### config.mk
export PLATFORM = sky130hd
export DESIGN_NAME = cell_write_queue
export DESIGN_NICKNAME = d
export VERILOG_FILES = /design/src/rtl/cell_write_queue_pkg.sv /design/src/rtl/cell_write_queue_fifo.sv /design/src/rtl/cell_write_queue.sv
export SDC_FILE = /design/constraint.sdc
export NUM_CORES = 1
export LEC_CHECK = 0
export ABC_AREA = 1
export CAP_MARGIN = 25
export CORE_MARGIN = 4
export CORE_UTILIZATION = 48
export CTS_BUF_LIST = sky130_fd_sc_hd__clkbuf_8
export CTS_CLUSTER_SIZE = 30
export DETAILED_ROUTE_END_ITERATION = 12
export HOLD_SLACK_MARGIN = 0.15
export PLACE_DENSITY = 0.76
export SLEW_MARGIN = 20
export SYNTH_ARGS = -nofsm -noshare
export SYNTH_HDL_FRONTEND = slang
export SYNTH_SLANG_ARGS = --single-unit
### constraint.sdc
create_clock -name clk -period 4 [get_ports clk]
set_input_delay 0.8 -clock clk [delete_from_list [all_inputs] [get_ports clk]]
set_output_delay 0.8 -clock clk [all_outputs]
set_load 0.01 [all_outputs]
### src/rtl/cell_write_queue_pkg.sv
// Shared definitions for the cell-write queue: board geometry, FSM encoding,
// request record and the row/col to cell-index mapping.
package cell_write_queue_pkg;

    localparam int SUDOKU_N = 9;
    localparam int CELLS    = SUDOKU_N * SUDOKU_N;
    localparam int IDX_W    = 7;
    localparam int REQ_W    = 12;

    typedef enum logic [1:0] {
        ST_IDLE  = 2'd0,
        ST_CHECK = 2'd1,
        ST_ISSUE = 2'd2,
        ST_GAP   = 2'd3
    } state_t;

    typedef struct packed {
        logic [3:0] row;
        logic [3:0] col;
        logic [3:0] data;
    } cell_req_t;

    // Flat board index row*9+col; only meaningful when row and col are 0..8.
    function automatic logic [IDX_W-1:0] idx(input logic [3:0] row, input logic [3:0] col);
        return IDX_W'(row) * IDX_W'(SUDOKU_N) + IDX_W'(col);
    endfunction

endpackage

### src/rtl/cell_write_queue_fifo.sv
// Small synchronous FIFO holding pending cell-write requests.
// A push while full succeeds only when a pop happens in the same cycle.
module cwq_fifo #(
    parameter int DEPTH = 4,
    parameter int W     = 12
) (
    input  logic                       clk,
    input  logic                       rst,
    input  logic                       flush,
    input  logic                       push,
    input  logic                       pop,
    input  logic [W-1:0]               wdata,
    output logic [W-1:0]               rdata,
    output logic                       full,
    output logic                       empty,
    output logic [$clog2(DEPTH):0]     count
);

    localparam int AW = $clog2(DEPTH);

    logic [W-1:0]  mem [DEPTH];
    logic [AW-1:0] wr_ptr;
    logic [AW-1:0] rd_ptr;
    logic          do_push;
    logic          do_pop;

    assign full    = (count == (AW+1)'(DEPTH));
    assign empty   = (count == '0);
    assign do_pop  = pop && !empty && !flush;
    assign do_push = push && !flush && (!full || do_pop);
    assign rdata   = mem[rd_ptr];

    // Storage array; no reset needed since count gates every read.
    always_ff @(posedge clk) begin
        if (do_push) mem[wr_ptr] <= wdata;
    end

    // Wrapping pointers plus an occupancy count that separates full from empty.
    always_ff @(posedge clk or negedge rst) begin
        if (!rst) begin
            wr_ptr <= '0;
            rd_ptr <= '0;
            count  <= '0;
        end else if (flush) begin
            wr_ptr <= '0;
            rd_ptr <= '0;
            count  <= '0;
        end else begin
            if (do_push) wr_ptr <= wr_ptr + 1'b1;
            if (do_pop)  rd_ptr <= rd_ptr + 1'b1;
            count <= count + {{AW{1'b0}}, do_push} - {{AW{1'b0}}, do_pop};
        end
    end

endmodule

### src/rtl/cell_write_queue.sv
// Queues cell-write requests from the drawing front end and hands them to the
// solver one at a time as single-cycle write strobes, dropping illegal ones.
//
//   state    | meaning
//   ---------+------------------------------------------------------------
//   ST_IDLE  | wait for a queued request; pop it into the holding register
//   ST_CHECK | range-check the held request and test its editable bit
//   ST_ISSUE | drive wr_pulse for one cycle with the held request
//   ST_GAP   | enforce WR_GAP idle cycles before the next request
module cell_write_queue
    import cell_write_queue_pkg::*;
#(
    parameter int DEPTH  = 4,
    parameter int WR_GAP = 2,
    parameter int CNT_W  = 8
) (
    input  logic             clk,
    input  logic             rst,
    input  logic             game_active,
    input  logic             req_valid,
    input  logic [3:0]       req_row,
    input  logic [3:0]       req_col,
    input  logic [3:0]       req_data,
    input  logic [CELLS-1:0] editable,
    output logic             wr_pulse,
    output logic [3:0]       wr_row,
    output logic [3:0]       wr_col,
    output logic [3:0]       wr_data,
    output logic             full,
    output logic             overflow,
    output logic [CNT_W-1:0] acc_cnt,
    output logic [CNT_W-1:0] rej_cnt
);

    localparam int CW = $clog2(DEPTH) + 1;
    localparam int GW = (WR_GAP > 1) ? $clog2(WR_GAP) : 1;
    localparam logic [CNT_W-1:0] CNT_MAX = '1;

    state_t          state, state_nxt;
    cell_req_t       head, hold_q, last_q;
    logic [GW-1:0]   gap_cnt;
    logic [CW-1:0]   fifo_count;
    logic            fifo_full, fifo_empty;
    logic            ga_q, ga_rise;
    logic            push, pop, drop, reject, in_range, cell_ok;

    assign full   = (fifo_count == CW'(DEPTH));
    assign ga_rise = game_active && !ga_q;
    assign push   = req_valid && game_active && (!fifo_full || pop);
    assign drop   = req_valid && game_active && fifo_full && !pop;

    assign in_range = (hold_q.row <= 4'd8) && (hold_q.col <= 4'd8) && (hold_q.data <= 4'd9);
    assign cell_ok  = in_range && editable[idx(hold_q.row, hold_q.col)];

    // Strobe is gated by game_active so a write caught by deactivation never fires.
    assign wr_pulse = (state == ST_ISSUE) && game_active;
    assign wr_row   = wr_pulse ? hold_q.row  : last_q.row;
    assign wr_col   = wr_pulse ? hold_q.col  : last_q.col;
    assign wr_data  = wr_pulse ? hold_q.data : last_q.data;

    cwq_fifo #(.DEPTH(DEPTH), .W(REQ_W)) u_fifo (
        .clk   (clk),
        .rst   (rst),
        .flush (!game_active),
        .push  (push),
        .pop   (pop),
        .wdata ({req_row, req_col, req_data}),
        .rdata (head),
        .full  (fifo_full),
        .empty (fifo_empty),
        .count (fifo_count)
    );

    // FSM state register.
    always_ff @(posedge clk or negedge rst) begin
        if (!rst) state <= ST_IDLE;
        else      state <= state_nxt;
    end

    // Next-state decode; deactivation overrides everything and returns to idle.
    always_comb begin
        state_nxt = state;
        pop       = 1'b0;
        reject    = 1'b0;
        case (state)
            ST_IDLE:  if (!fifo_empty) begin
                          pop       = 1'b1;
                          state_nxt = ST_CHECK;
                      end
            ST_CHECK: if (cell_ok) state_nxt = ST_ISSUE;
                      else begin
                          reject    = 1'b1;
                          state_nxt = ST_IDLE;
                      end
            ST_ISSUE: state_nxt = (WR_GAP == 0) ? ST_IDLE : ST_GAP;
            ST_GAP:   if (gap_cnt == '0) state_nxt = ST_IDLE;
            default:  state_nxt = ST_IDLE;
        endcase
        if (!game_active) begin
            state_nxt = ST_IDLE;
            pop       = 1'b0;
            reject    = 1'b0;
        end
    end

    // Holding/last-write registers, gap timer and status counters.
    always_ff @(posedge clk or negedge rst) begin
        if (!rst) begin
            ga_q     <= 1'b0;
            hold_q   <= '0;
            last_q   <= '0;
            gap_cnt  <= '0;
            acc_cnt  <= '0;
            rej_cnt  <= '0;
            overflow <= 1'b0;
        end else begin
            ga_q <= game_active;
            if (pop)      hold_q <= head;
            if (wr_pulse) last_q <= hold_q;
            if (state == ST_ISSUE)
                gap_cnt <= GW'((WR_GAP > 0) ? WR_GAP - 1 : 0);
            else if (state == ST_GAP && gap_cnt != '0)
                gap_cnt <= gap_cnt - 1'b1;
            if (ga_rise) begin
                acc_cnt  <= '0;
                rej_cnt  <= '0;
                overflow <= 1'b0;
            end else begin
                if (wr_pulse && acc_cnt != CNT_MAX) acc_cnt <= acc_cnt + 1'b1;
                if (reject && rej_cnt != CNT_MAX)   rej_cnt <= rej_cnt + 1'b1;
                if (drop)                           overflow <= 1'b1;
            end
        end
    end

endmodule
# Word-level counts from Yosys, hierarchy flattened
# Memories as Yosys holds them, arrays and structs flattened. A register that Yosys moved wholly into a read port is not among the register bits.
# Index checks and enable logic that the tools add are counted.
[totals] mem_bits_rw=48 output_inout_bits=31 memories=1 ff_bits=40 elab_cells=97
[memory_table] memory="u_fifo.mem" words=4 word_bits=12 rd=1 rd_clocked_by_memory_dff=1 wr=1 line_no="cell_write_queue_fifo.sv:21" rtl="logic [W-1:0] mem [DEPTH];"
[classes] muxes=31 reduce_logical=30 mul=1 eq_ne=10 n_addsub=8 n_lt_le_gt_ge=4
[ops] operator="two-way mux 8 bit" n=4
[ops] operator="adder 8 x 1 -> 8 bit (second input constant)" n=2
[ops] operator="logical AND 1 bit" n=16
[ops] operator="two-way mux 2 bit" n=8
[ops] operator="inequality test 8 bit (second input constant)" n=2
[ops] operator="two-way mux 1 bit" n=13
[ops] operator="<= comparator 4 bit (second input constant)" n=3
[ops] operator="two-way mux 4 bit" n=3
[ops] operator="less-than comparator 7 x 8 -> 1 bit (second input constant)" n=1
[ops] operator="case mux 2 bit (4 select lines)" n=1
[ops] operator="nonzero test 2 bit" n=4
[ops] operator="adder 7 x 4 -> 7 bit" n=1
[ops] operator="binary-select mux 1 bit (select 7 bit)" n=1
[ops] operator="multiplier 4 x 4 -> 7 bit (second input constant)" n=1
[ops] operator="inequality test 3 bit (second input constant)" n=2
[ops] operator="zero test 1 bit" n=5
[ops] operator="adder 2 x 1 -> 2 bit (second input constant)" n=2
[ops] operator="equality test 2 bit (second input constant)" n=2
[ops] operator="inequality test 2 x 1 -> 1 bit (second input constant)" n=2
[ops] operator="adder 3 x 1 -> 3 bit" n=1
[ops] operator="equality test 3 bit (second input constant)" n=1
[ops] operator="zero test 3 bit" n=1
[ops] operator="two-way mux 3 bit" n=1
[ops] operator="subtractor 3 x 1 -> 3 bit" n=1
[ops] operator="other kinds (5)" n=6

# Depth between registers and ports, before layout
# Gate-level depths: netlist of run 1.
[logic_depth] word_depth=11 ltp_mapped=17 ltp_nobuf=17

# Cells and area by module
# From an unflattened synthesis of run 1, not the netlist that was laid out.
[hier_totals] hier_cells=633 area_unflattened_um2=5481.5
[modules_own_cells] module="cell_write_queue" seq_area_each_um2=1126.1 area_per_inst_um2=3144.3 instances=1 cells_per_inst=452
[modules_own_cells] module="cwq_fifo" seq_area_each_um2=1616.6 area_per_inst_um2=2337.2 instances=1 cells_per_inst=181

# Worst setup path before layout of run 1
# No wires, ideal clock.
[synth_path] path_type="input to output" from="in game_active" to="out wr_col[3]" cell_stages=7 required_time_ns=3.200 setup_slack_ns=1.269 t_arrival_ns=1.931 cell_sequence="buf_4 inv_2 or2_4 nor2_4 inv_2 clkbuf_1 o21ai_0"
[synth_between] elab_chain_cells=2
[synth_rtl] element="start: declaration" line_no="cell_write_queue.sv:19" rtl="input logic game_active,"
[synth_rtl] element="logical AND 1 bit" line_no="cell_write_queue.sv:56" rtl="assign wr_pulse = (state == ST_ISSUE) && game_active;"
[synth_rtl] element="named net wr_pulse" line_no="cell_write_queue.sv:25" rtl="output logic wr_pulse,"
[synth_rtl] element="two-way mux 4 bit" line_no="cell_write_queue.sv:58" rtl="assign wr_col = wr_pulse ? hold_q.col : last_q.col;"
[synth_rtl] element="end: declaration" line_no="cell_write_queue.sv:27" rtl="output logic [3:0] wr_col,"
# The timed path passes the listed nets, and every way through them passes these cells.

# Final worst setup path of run 1
[layout_path] from="in game_active" to="out wr_data[2]"
[layout_between] elab_chain_cells=2
[layout_rtl] element="logical AND 1 bit" line_no="cell_write_queue.sv:56"
[layout_rtl] element="two-way mux 4 bit" line_no="cell_write_queue.sv:59" rtl="assign wr_data = wr_pulse ? hold_q.data : last_q.data;"
[layout_rtl] element="end: declaration" line_no="cell_write_queue.sv:28" rtl="output logic [3:0] wr_data,"
# No other way between the ends.

==> qor.txt, run 1 <==
PostCTS Resize Cnt -> 0
CTS H-Tree Depth -> 3
Seq/Total Area, Yosys -> 51.26%
Routability Congestion -> 0.8920
count of inserted antenna diode cells -> 0
Net Count, Synth -> 732
antenna violations before repair -> 0
pin count of the biggest net entering global routing -> 42
Routed WL per cell -> 15.57 um
TritonCTS clock tree -> done
fraction of layout instances using a drive strength above 1 -> 6.089%
Clk Latency, worst-skew pair -> 0.37 ns
cell types with the largest area share after synthesis -> edfxtp_1, dfrtp_1, nand2_1
total count of hold-check failures in the final report -> 0
total chip power -> 5519 uW
number of rows created at floorplan -> 38
power density over the cells -> 793.5 nW/um^2
postcts setup bufs -> 0
Least-Margin Pin Slew -> 0.8405 ns
share of the synthesized area in the top cell type -> 26.94%
Hold WS -> 0.4891 ns
count of hold buffers inserted by post-cts repair -> 0
worst setup path startpoint -> game_active
number of buffer cells added on primary ports -> 127
filler-free cell count of the finished design -> 879
Via-to-Cell Ratio -> 5.421
Ports -> 128
min-delay worst type -> reg2reg
Cell Count Post-Placement -> 863
final-layout setup total negative slack -> 0 ns
max capacitance violation total -> 0
Setup violations, final -> 0
reg-to-reg critical path endpoint -> rej_cnt[7]
number of vias in the routed layout -> 4765
Core Util, Final -> 63.88%
post-DP HPWL -> 9807 um
Setup Skew -> 0.01603 ns
unrepaired setup endpoints after global routing -> no
top post-synthesis cells by count -> nand2_1, nand3_1, o21ai_0
minimum setup slack among reg-to-reg paths -> 0.70 ns
largest voltage drop on the vdd net -> 492.8 uV
CTS buffer count -> 9
Area growth, synth to finish -> 30.00%
netlist area before placement -> 5350 um^2
data required time at the worst endpoint -> 3.20 ns
Final Max Slew Viols -> 0
Period Utilization, post-route -> 89.20%
Worst Reg-to-Reg Cells -> 14
width of the chip -> 113.6 um
ys flop type -> dfrtp_1
wire length of the first global-routing pass -> 22200 um
clk sink count -> 100
grt ovf -> 0
CTS Root Cell -> clkbuf_8
maximum clock rate -> 280.3 MHz
Max FO, Critical Path -> 25
number of flip-flops and latches in the synthesized netlist -> 100
worst rel slew slack -> 43.97%
leakage component of the power -> 0.003004 uW
fraction of synthesis flops using an asynchronous set or reset pin -> 52.00%
end point of the critical path -> wr_data[2]
Arr. time, crit path -> 2.77 ns
starting density of the core -> 49.14%
number of nets still failing antenna checks after routing -> 0
result of the run -> finished clean
count of warnings emitted by yosys -> 0
startpoint types -> input port
mean instance size in the synthesized netlist -> 8.714 um^2
area of the die -> 12900 um^2
total track usage -> 21.32%
Residual DRC -> 0
maximum clock insertion buffer count -> 2
count of flip-flops with a built-in enable after synthesis -> 48
Core Box Area -> 10890 um^2
origin of the critical flop-to-flop path -> hold_q[9]
Worst setup EP type -> output pin
Initial DRT Pass Iterations -> 7
clock transition at the registers of the reported paths -> 0.09 ns
type of the setup path with the least slack -> in2out
fin nets -> 852
Filler Cell Count -> 893
cell type with the largest total area after synthesis -> edfxtp_1
number of instances in the synthesized netlist -> 614
height of the chip -> 113.6 um
most instantiated library cell after synthesis -> nand2_1
vias in the first global route -> 4645
drt first-iter violations -> 399
Post-Route WL -> 13690 um
shortest clock period the worst path allows after layout -> 3.568 ns
synth unique cells -> 39
## flip-flops by register name (all words and copies together) (netlist names), 2 cells and up
register and flops:
state 2, hold_q 12, rej_cnt 8, u_fifo.count 3, acc_cnt 8, u_fifo.wr_ptr 2
last_q 12, u_fifo.rd_ptr 2, u_fifo.mem 48
## placed cells by master (no fill, tap or decap), types with 2 or more instances in the layout
cell type	synthesis	final
clkdlybuf4s50_1	0	126
buf_4	2	9
o21ai_0	59	59
nand2_1	147	147
nand4_1	12	12
o22ai_1	12	12
nor2_1	44	44
clkbuf_8	0	10
nor2_4	3	3
clkinv_4	0	3
nand3_1	90	90
dfrtp_1	52	52
xor2_1	9	9
ha_1	19	19
nor3_1	4	4
fa_1	2	2
inv_1	50	50
nand2_4	2	2
edfxtp_1	48	48
inv_2	4	4
a31oi_2	2	2
a21oi_1	10	10
nand3_2	3	3
inv_8	0	2
## worst min-delay path by stage
stage	start	end	slack, ns	cells after the start
4_1_cts	gap_cnt	gap_cnt	0.49	1
2_1_floorplan	gap_cnt	gap_cnt	0.45	1
3_5_place_dp	gap_cnt	gap_cnt	0.47	1
6_report	gap_cnt	gap_cnt	0.49	1
5_1_grt	gap_cnt	gap_cnt	0.51	1
3_3_place_gp	gap_cnt	gap_cnt	0.47	1
## layout make-up
class / count / area [um^2] / share of cell area (%)
multi-input cells: 432 / 2281 / 32.79
repair buffers: 136 / 1334 / 19.18
well taps: 140 / 175.2 / 2.518
clock inverters: 6 / 78.83 / 1.133
clock buffers: 10 / 137.6 / 1.979
inverters: 55 / 206.4 / 2.968
flip-flops and latches: 100 / 2743 / 39.43
## cell families after synthesis
group	after synthesis	synth area share [%]
AOI/OAI and AO/OA	90	9.472
DFF	100	51.26
adders and majority gates	21	5.192
xor gates and xnor gates	10	1.778
and+or+nand+nor	311	26.19
buffers and inverters	82	6.104
## metal layers
metal / global-route usage [%] / part of all wire (%) / vias up
met2: 36.67 / 50 / 176
met1: 27.31 / 42 / 2243
met4: 6.971 / 2.0 / 0
met3: 3.820 / 6.1 / 25
li1: - / - / 2321
met5: 0 / 0 / -
## report_power, final
| part | total, uW | leakage, uW | internal (uW) | switching (uW) |
|---|---|---|---|---|
| logic | 3360 | 0.00179 | 1250 | 2110 |
| clock network | 693 | 0.000110 | 318 | 375 |
| registers | 1470 | 0.00110 | 1290 | 175 |
## worst max-delay path, cell delays in order
cell and delay [ns]:
clkdlybuf4s50_1 0.49, inv_2 0.07, or2_4 0.24, nor2_4 0.09
inv_2 0.19, o21ai_0 0.30, clkdlybuf4s50_1 0.59
## through the flow
stage | area, um^2 | worst slack, ns
floorplan | 5350 | 1.269
global placement | 6739 | 0.4704
detailed placement | 6739 | 0.4045
CTS | 6955 | 0.4017
global route | 6955 | 0.2589
finish | 6955 | 0.4319
(Power assumes the default switching activity.)
==> inputs of run 2 (changes only) <==
- CORE_MARGIN: 4 -> 2
==> run 2 against run 1 <==
  * Non-clock buffer count is the same
  * Clock power shrank 3.6%
  * Routed wire length shrank 0.84%
  * Highest routed layer unchanged
  * Maximum frequency shrank 1.1%
  * Largest power group unchanged
  * Total power shrank 0.44%
  * Critical path depth is the same
  * Clock skew shrank 0.0051 ns
  * Worst setup slack lost 0.040 ns
  * Final cell count is the same
  * Register-to-register slack is essentially flat
==> qor.txt, run 2 (same netlist as run 1, synthesis figures left out) <==
Via-to-Cell Ratio -> 5.325
count of inserted antenna diode cells -> 0
maximum clock insertion buffer count -> 2
grt ovf -> 0
width of the chip -> 109.6 um
reg-to-reg critical path endpoint -> rej_cnt[2]
number of vias in the routed layout -> 4681
Residual DRC -> 0
CTS H-Tree Depth -> 3
Arr. time, crit path -> 2.81 ns
number of rows created at floorplan -> 38
drt first-iter violations -> 359
PostCTS Resize Cnt -> 0
worst setup path startpoint -> game_active
CTS Root Cell -> clkbuf_8
CP cell instances -> clkdlybuf4s50_1 -> inv_2 -> or2_4 -> nor2_4 -> inv_2 -> o21ai_0 -> clkdlybuf4s50_1
TritonCTS clock tree -> done
Least-Margin Pin Slew -> 0.7681 ns
origin of the critical flop-to-flop path -> hold_q[9]
Core Box Area -> 10840 um^2
Max FO, Critical Path -> 25
Most flops, register -> u_fifo.mem
Clk Latency, worst-skew pair -> 0.37 ns
Initial DRT Pass Iterations -> 5
CTS buffer count -> 9
minimum setup slack among reg-to-reg paths -> 0.70 ns
number of buffer cells added on primary ports -> 127
clk sink count -> 100
Worst Reg-to-Reg Cells -> 14
Core Util, Final -> 64.08%
total count of hold-check failures in the final report -> 0
end point of the critical path -> wr_data[0]
postcts setup bufs -> 0
Final Max Slew Viols -> 0
data required time at the worst endpoint -> 3.20 ns
clock transition at the registers of the reported paths -> 0.10 ns
Ports -> 128
commonest cells after routing, fill and taps aside -> nand2_1, clkdlybuf4s50_1, nand3_1
Area growth, synth to finish -> 29.84%
total track usage -> 22.92%
min-delay worst type -> in2async
Setup violations, final -> 0
Routability Congestion -> 0.9175
fin nets -> 852
vias in the first global route -> 4456
height of the chip -> 109.6 um
type of the setup path with the least slack -> in2out
Filler Cell Count -> 913
Worst setup EP type -> output pin
unrepaired setup endpoints after global routing -> no
Routed WL per cell -> 15.44 um
fraction of layout instances using a drive strength above 1 -> 5.954%
pin count of the biggest net entering global routing -> 42
result of the run -> finished clean
worst rel slew slack -> 48.79%
area of the die -> 12010 um^2
Post-Route WL -> 13580 um
power density over the cells -> 791.0 nW/um^2
startpoint types -> input port
shortest clock period the worst path allows after layout -> 3.608 ns
count of hold buffers inserted by post-cts repair -> 0
post-DP HPWL -> 9750 um
registers with the most flip-flops -> u_fifo.mem x48, hold_q x12, last_q x12
Period Utilization, post-route -> 90.21%
number of nets still failing antenna checks after routing -> 0
commonest non-fill, non-tap cell in the layout -> nand2_1
max capacitance violation total -> 0
Setup Skew -> 0.01094 ns
largest voltage drop on the vdd net -> 429.1 uV
Largest stage delay, worst path -> 0.60 ns
final-layout setup total negative slack -> 0 ns
flip-flop count of the largest register after layout -> 48
slowest cell on the critical path -> clkdlybuf4s50_1
leakage component of the power -> 0.003000 uW
antenna violations before repair -> 0
starting density of the core -> 49.35%
maximum clock rate -> 277.1 MHz
wire length of the first global-routing pass -> 21380 um
run 2: changes by cell type in the layout (fill, tap and decap cells not counted):
cell | previous run | this run
clkbuf_8 | 10 | 9
clkinv_1 | 1 | 2
clkinv_2 | 0 | 1
clkinv_4 | 3 | 0
clkinv_8 | 0 | 1
inv_6 | 0 | 2
inv_8 | 2 | 1
run 2: routing by layer:
| layer | up-vias | global-route usage, % | part of all wire, % |
|---|---|---|---|
| li1 | 2316 | - | - |
| met1 | 2197 | 30.43 | 45 |
| met2 | 153 | 38.05 | 47 |
| met3 | 15 | 5.513 | 6.7 |
| met4 | 0 | 5.606 | 1.3 |
| met5 | - | 0 | 0 |
run 2: final cells by class:
class | count | area (um^2) | area share [%]
repair buffers | 136 | 1334 | 19.20
multi-input cells | 432 | 2281 | 32.84
well taps | 140 | 175.2 | 2.522
flip-flops and latches | 100 | 2743 | 39.48
clock inverters | 7 | 83.83 | 1.207
clock buffers | 9 | 123.9 | 1.783
inverters | 55 | 206.4 | 2.972
run 2: where the power goes:
part / internal, uW / leakage [uW] / switching, uW
clock network: 300 / 0.000106 / 368
registers: 1290 / 0.00110 / 172
logic: 1250 / 0.00179 / 2110
total: 2840 / 0.00300 / 2650
run 2: worst min path at each step:
stage	slack, ns	endpoint	start
2_1_floorplan	0.45	gap_cnt	gap_cnt
3_5_place_dp	0.48	gap_cnt	gap_cnt
4_1_cts	0.46	last_q[3]	rst
3_3_place_gp	0.47	gap_cnt	gap_cnt
6_report	0.45	rej_cnt[1]	rst
5_1_grt	0.49	last_q[3]	rst
run 2: metrics by stage:
stage	cells	instance area (um^2)	setup WS, ns	power [uW]	hold slack (ns)
floorplan	614	5350	1.269	3918	0.4516
global placement	863	6739	0.5105	4749	0.4683
detailed placement	863	6739	0.3892	4838	0.4760
CTS	879	6947	0.4145	5513	0.4617
global route	879	6947	0.2622	5988	0.4869
finish	879	6947	0.3915	5495	0.4470
run 2: critical path: cells and delay by family:
family                 cells  cell delay [ns]
and+or+nand+nor            2             0.33
AOI/OAI and AO/OA          1             0.32
buffers and inverters      4             1.34
==> inputs of run 3 (changes only) <==
- CAP_MARGIN: 25 -> unset
- GPL_TIMING_DRIVEN: unset -> 0
==> run 3 against run 2 <==
  * Final cell count is 2.0% higher
  * Clock-buffer cell count stayed put
  * Sequential share of layout area is 0.17 points lower
  * Clock power is 12% lower
  * Combinational power is 6% higher
  * Maximum frequency is 7.3% lower
  * Total power is 1.6% higher
  * Design area is 0.43% higher
  * Register-to-register slack better by 0.29 ns
==> qor.txt, run 3 (same netlist as run 1, synthesis figures left out) <==
Hold WS -> 0.4531 ns
Setup Skew -> 0.01086 ns
Area growth, synth to finish -> 30.40%
CP Buf/Inv Count -> 6
post-DP HPWL -> 10260 um
max capacitance violation total -> 0
fin nets -> 870
total count of hold-check failures in the final report -> 0
height of the chip -> 109.6 um
shortest clock period the worst path allows after layout -> 3.894 ns
number of vias in the routed layout -> 4761
maximum clock insertion buffer count -> 2
Least-Margin Pin Slew -> 0.7125 ns
Core Box Area -> 10840 um^2
Worst setup EP type -> output pin
Via-to-Cell Ratio -> 5.308
Final Instance Area -> 6977 um^2
multi-input combinational cell area -> 2291 um^2
CTS H-Tree Depth -> 3
drt first-iter violations -> 272
Period Utilization, post-route -> 97.35%
power density over the cells -> 799.9 nW/um^2
register area -> 2743 um^2
registers with the most flip-flops -> u_fifo.mem x48, hold_q x12, last_q x12
clock transition at the registers of the reported paths -> 0.10 ns
number of buffer cells added on primary ports -> 127
Max FO, Critical Path -> 10
Routability Congestion -> 0.8811
total track usage -> 23.51%
number of rows created at floorplan -> 38
type of the setup path with the least slack -> in2out
Residual DRC -> 0
commonest non-fill, non-tap cell in the layout -> nand2_1
Filler Cell Count -> 918
CP cell instances -> clkdlybuf4s50_1 -> buf_4 -> inv_2 -> or2_4 -> nor2_4 -> inv_2 -> clkbuf_1 -> o21ai_0 -> clkdlybuf4s50_1
net switching share of the total power -> 49.05%
Setup violations, final -> 0
postcts setup bufs -> 0
wire length of the first global-routing pass -> 22080 um
unrepaired setup endpoints after global routing -> yes
startpoint types -> input port
pin count of the biggest net entering global routing -> 53
Largest stage delay, worst path -> 0.62 ns
min-delay worst type -> in2async
Post-Route WL -> 13820 um
Largest delay share family, worst path -> buffers and inverters
data required time at the worst endpoint -> 3.20 ns
grt ovf -> 0
antenna violations before repair -> 0
switching power summed over all nets -> 2737 uW
Cell Area, Placed -> 6797 um^2
clock group share of total power -> 10.6%
worst rel slew slack -> 52.45%
leakage component of the power -> 0.003003 uW
fraction of layout instances using a drive strength above 1 -> 6.605%
starting density of the core -> 49.35%
width of the chip -> 109.6 um
result of the run -> finished clean
number of nets still failing antenna checks after routing -> 0
Ports -> 128
Most flops, register -> u_fifo.mem
CTS buffer count -> 9
Routed WL per cell -> 15.40 um
count of hold buffers inserted by post-cts repair -> 0
flip-flop count of the largest register after layout -> 48
count of inserted antenna diode cells -> 0
Arr. time, crit path -> 3.09 ns
Final Max Slew Viols -> 0
largest voltage drop on the vdd net -> 438.7 uV
Core Util, Final -> 64.36%
slowest cell on the critical path -> clkdlybuf4s50_1
vias in the first global route -> 4653
clk sink count -> 100
CTS Root Cell -> clkbuf_8
sequential group share of total power -> 25.6%
Clk Latency, worst-skew pair -> 0.37 ns
maximum clock rate -> 256.8 MHz
commonest cells after routing, fill and taps aside -> nand2_1, clkdlybuf4s50_1, nand3_1
Initial DRT Pass Iterations -> 4
area of the die -> 12010 um^2
combinational fraction of design power -> 63.8%
P_int -> 2843 uW
TritonCTS clock tree -> done
-- run 3: final timing paths --
check                       startpoint    endpoint  slack [ns]  cells past startpoint
setup / recovery           game_active   wr_col[0]        0.11                      9
hold / removal                     rst  rej_cnt[3]        0.45                      1
setup reg to reg             hold_q[9]  rej_cnt[6]        0.99                     14
hold reg to reg                gap_cnt     gap_cnt        0.49                      1
max in group asynchronous          rst   last_q[9]        3.11                      1
min in group clk               gap_cnt     gap_cnt        0.49                      1
-- run 3: cell type report --
type                            count  share of cell area, %
Timing Repair Buffer              127                  18.19
Multi-Input combinational cell    432                  32.84
Buffer                             27                  1.722
Clock inverter                      7                 0.6994
Clock buffer                        9                  1.775
Inverter                           55                  2.959
Sequential cell                   100                  39.31
Tap cell                          140                  2.511
-- run 3: through the flow --
step | worst slack [ns] | std cells | TNS [ns] | total power (uW)
after floorplan | 1.269 | 614 | 0 | 3918
after global placement | 0.04312 | 881 | 0 | 4890
after detailed placement | 0.007445 | 881 | 0 | 4979
after CTS | 0.002773 | 897 | 0 | 5568
after global routing | -0.008024 | 897 | -0.01428 | 6103
final | 0.1059 | 897 | 0 | 5580
-- run 3: per-layer routing --
metal  part of all wire, %  vias up  wire length, um  track usage [%]
met4                   1.3        0              185            6.510
met2                    49      156             6798            41.18
met3                   6.9       15              952            3.675
met5                     0        -                0                0
li1                      -     2358                -                -
met1                    43     2232             5878            30.26
-- run 3: power groups by stage --
| stage | clock [uW] | combinational (uW) | sequential [uW] |
|---|---|---|---|
| floorplan | 0 | 2490 | 1420 |
| global placement | 0 | 3450 | 1440 |
| detailed placement | 0 | 3530 | 1450 |
| CTS | 599 | 3540 | 1430 |
| global route | 640 | 4010 | 1460 |
| finish | 591 | 3560 | 1430 |
-- run 3: timing repair --
item | in CTS | in global routing
setup endpoints to repair | 0 | 9
endpoints found under the hold margin | 0 | 0
gates resized for setup | 0 | 9
-- run 3: worst register-to-register path, cell delays in order (launching register included) --
cell      delay [ns]
dfrtp_1         0.44
ha_1            0.29
ha_1            0.24
fa_1            0.53
clkbuf_1        0.42
nand3_1         0.15
nand3_1         0.12
nand2_1         0.06
nand2_1         0.07
nand2_2         0.06
a21oi_4         0.14
nand2_4         0.13
nand2_4         0.14
nand3_1         0.10
nand2_1         0.08
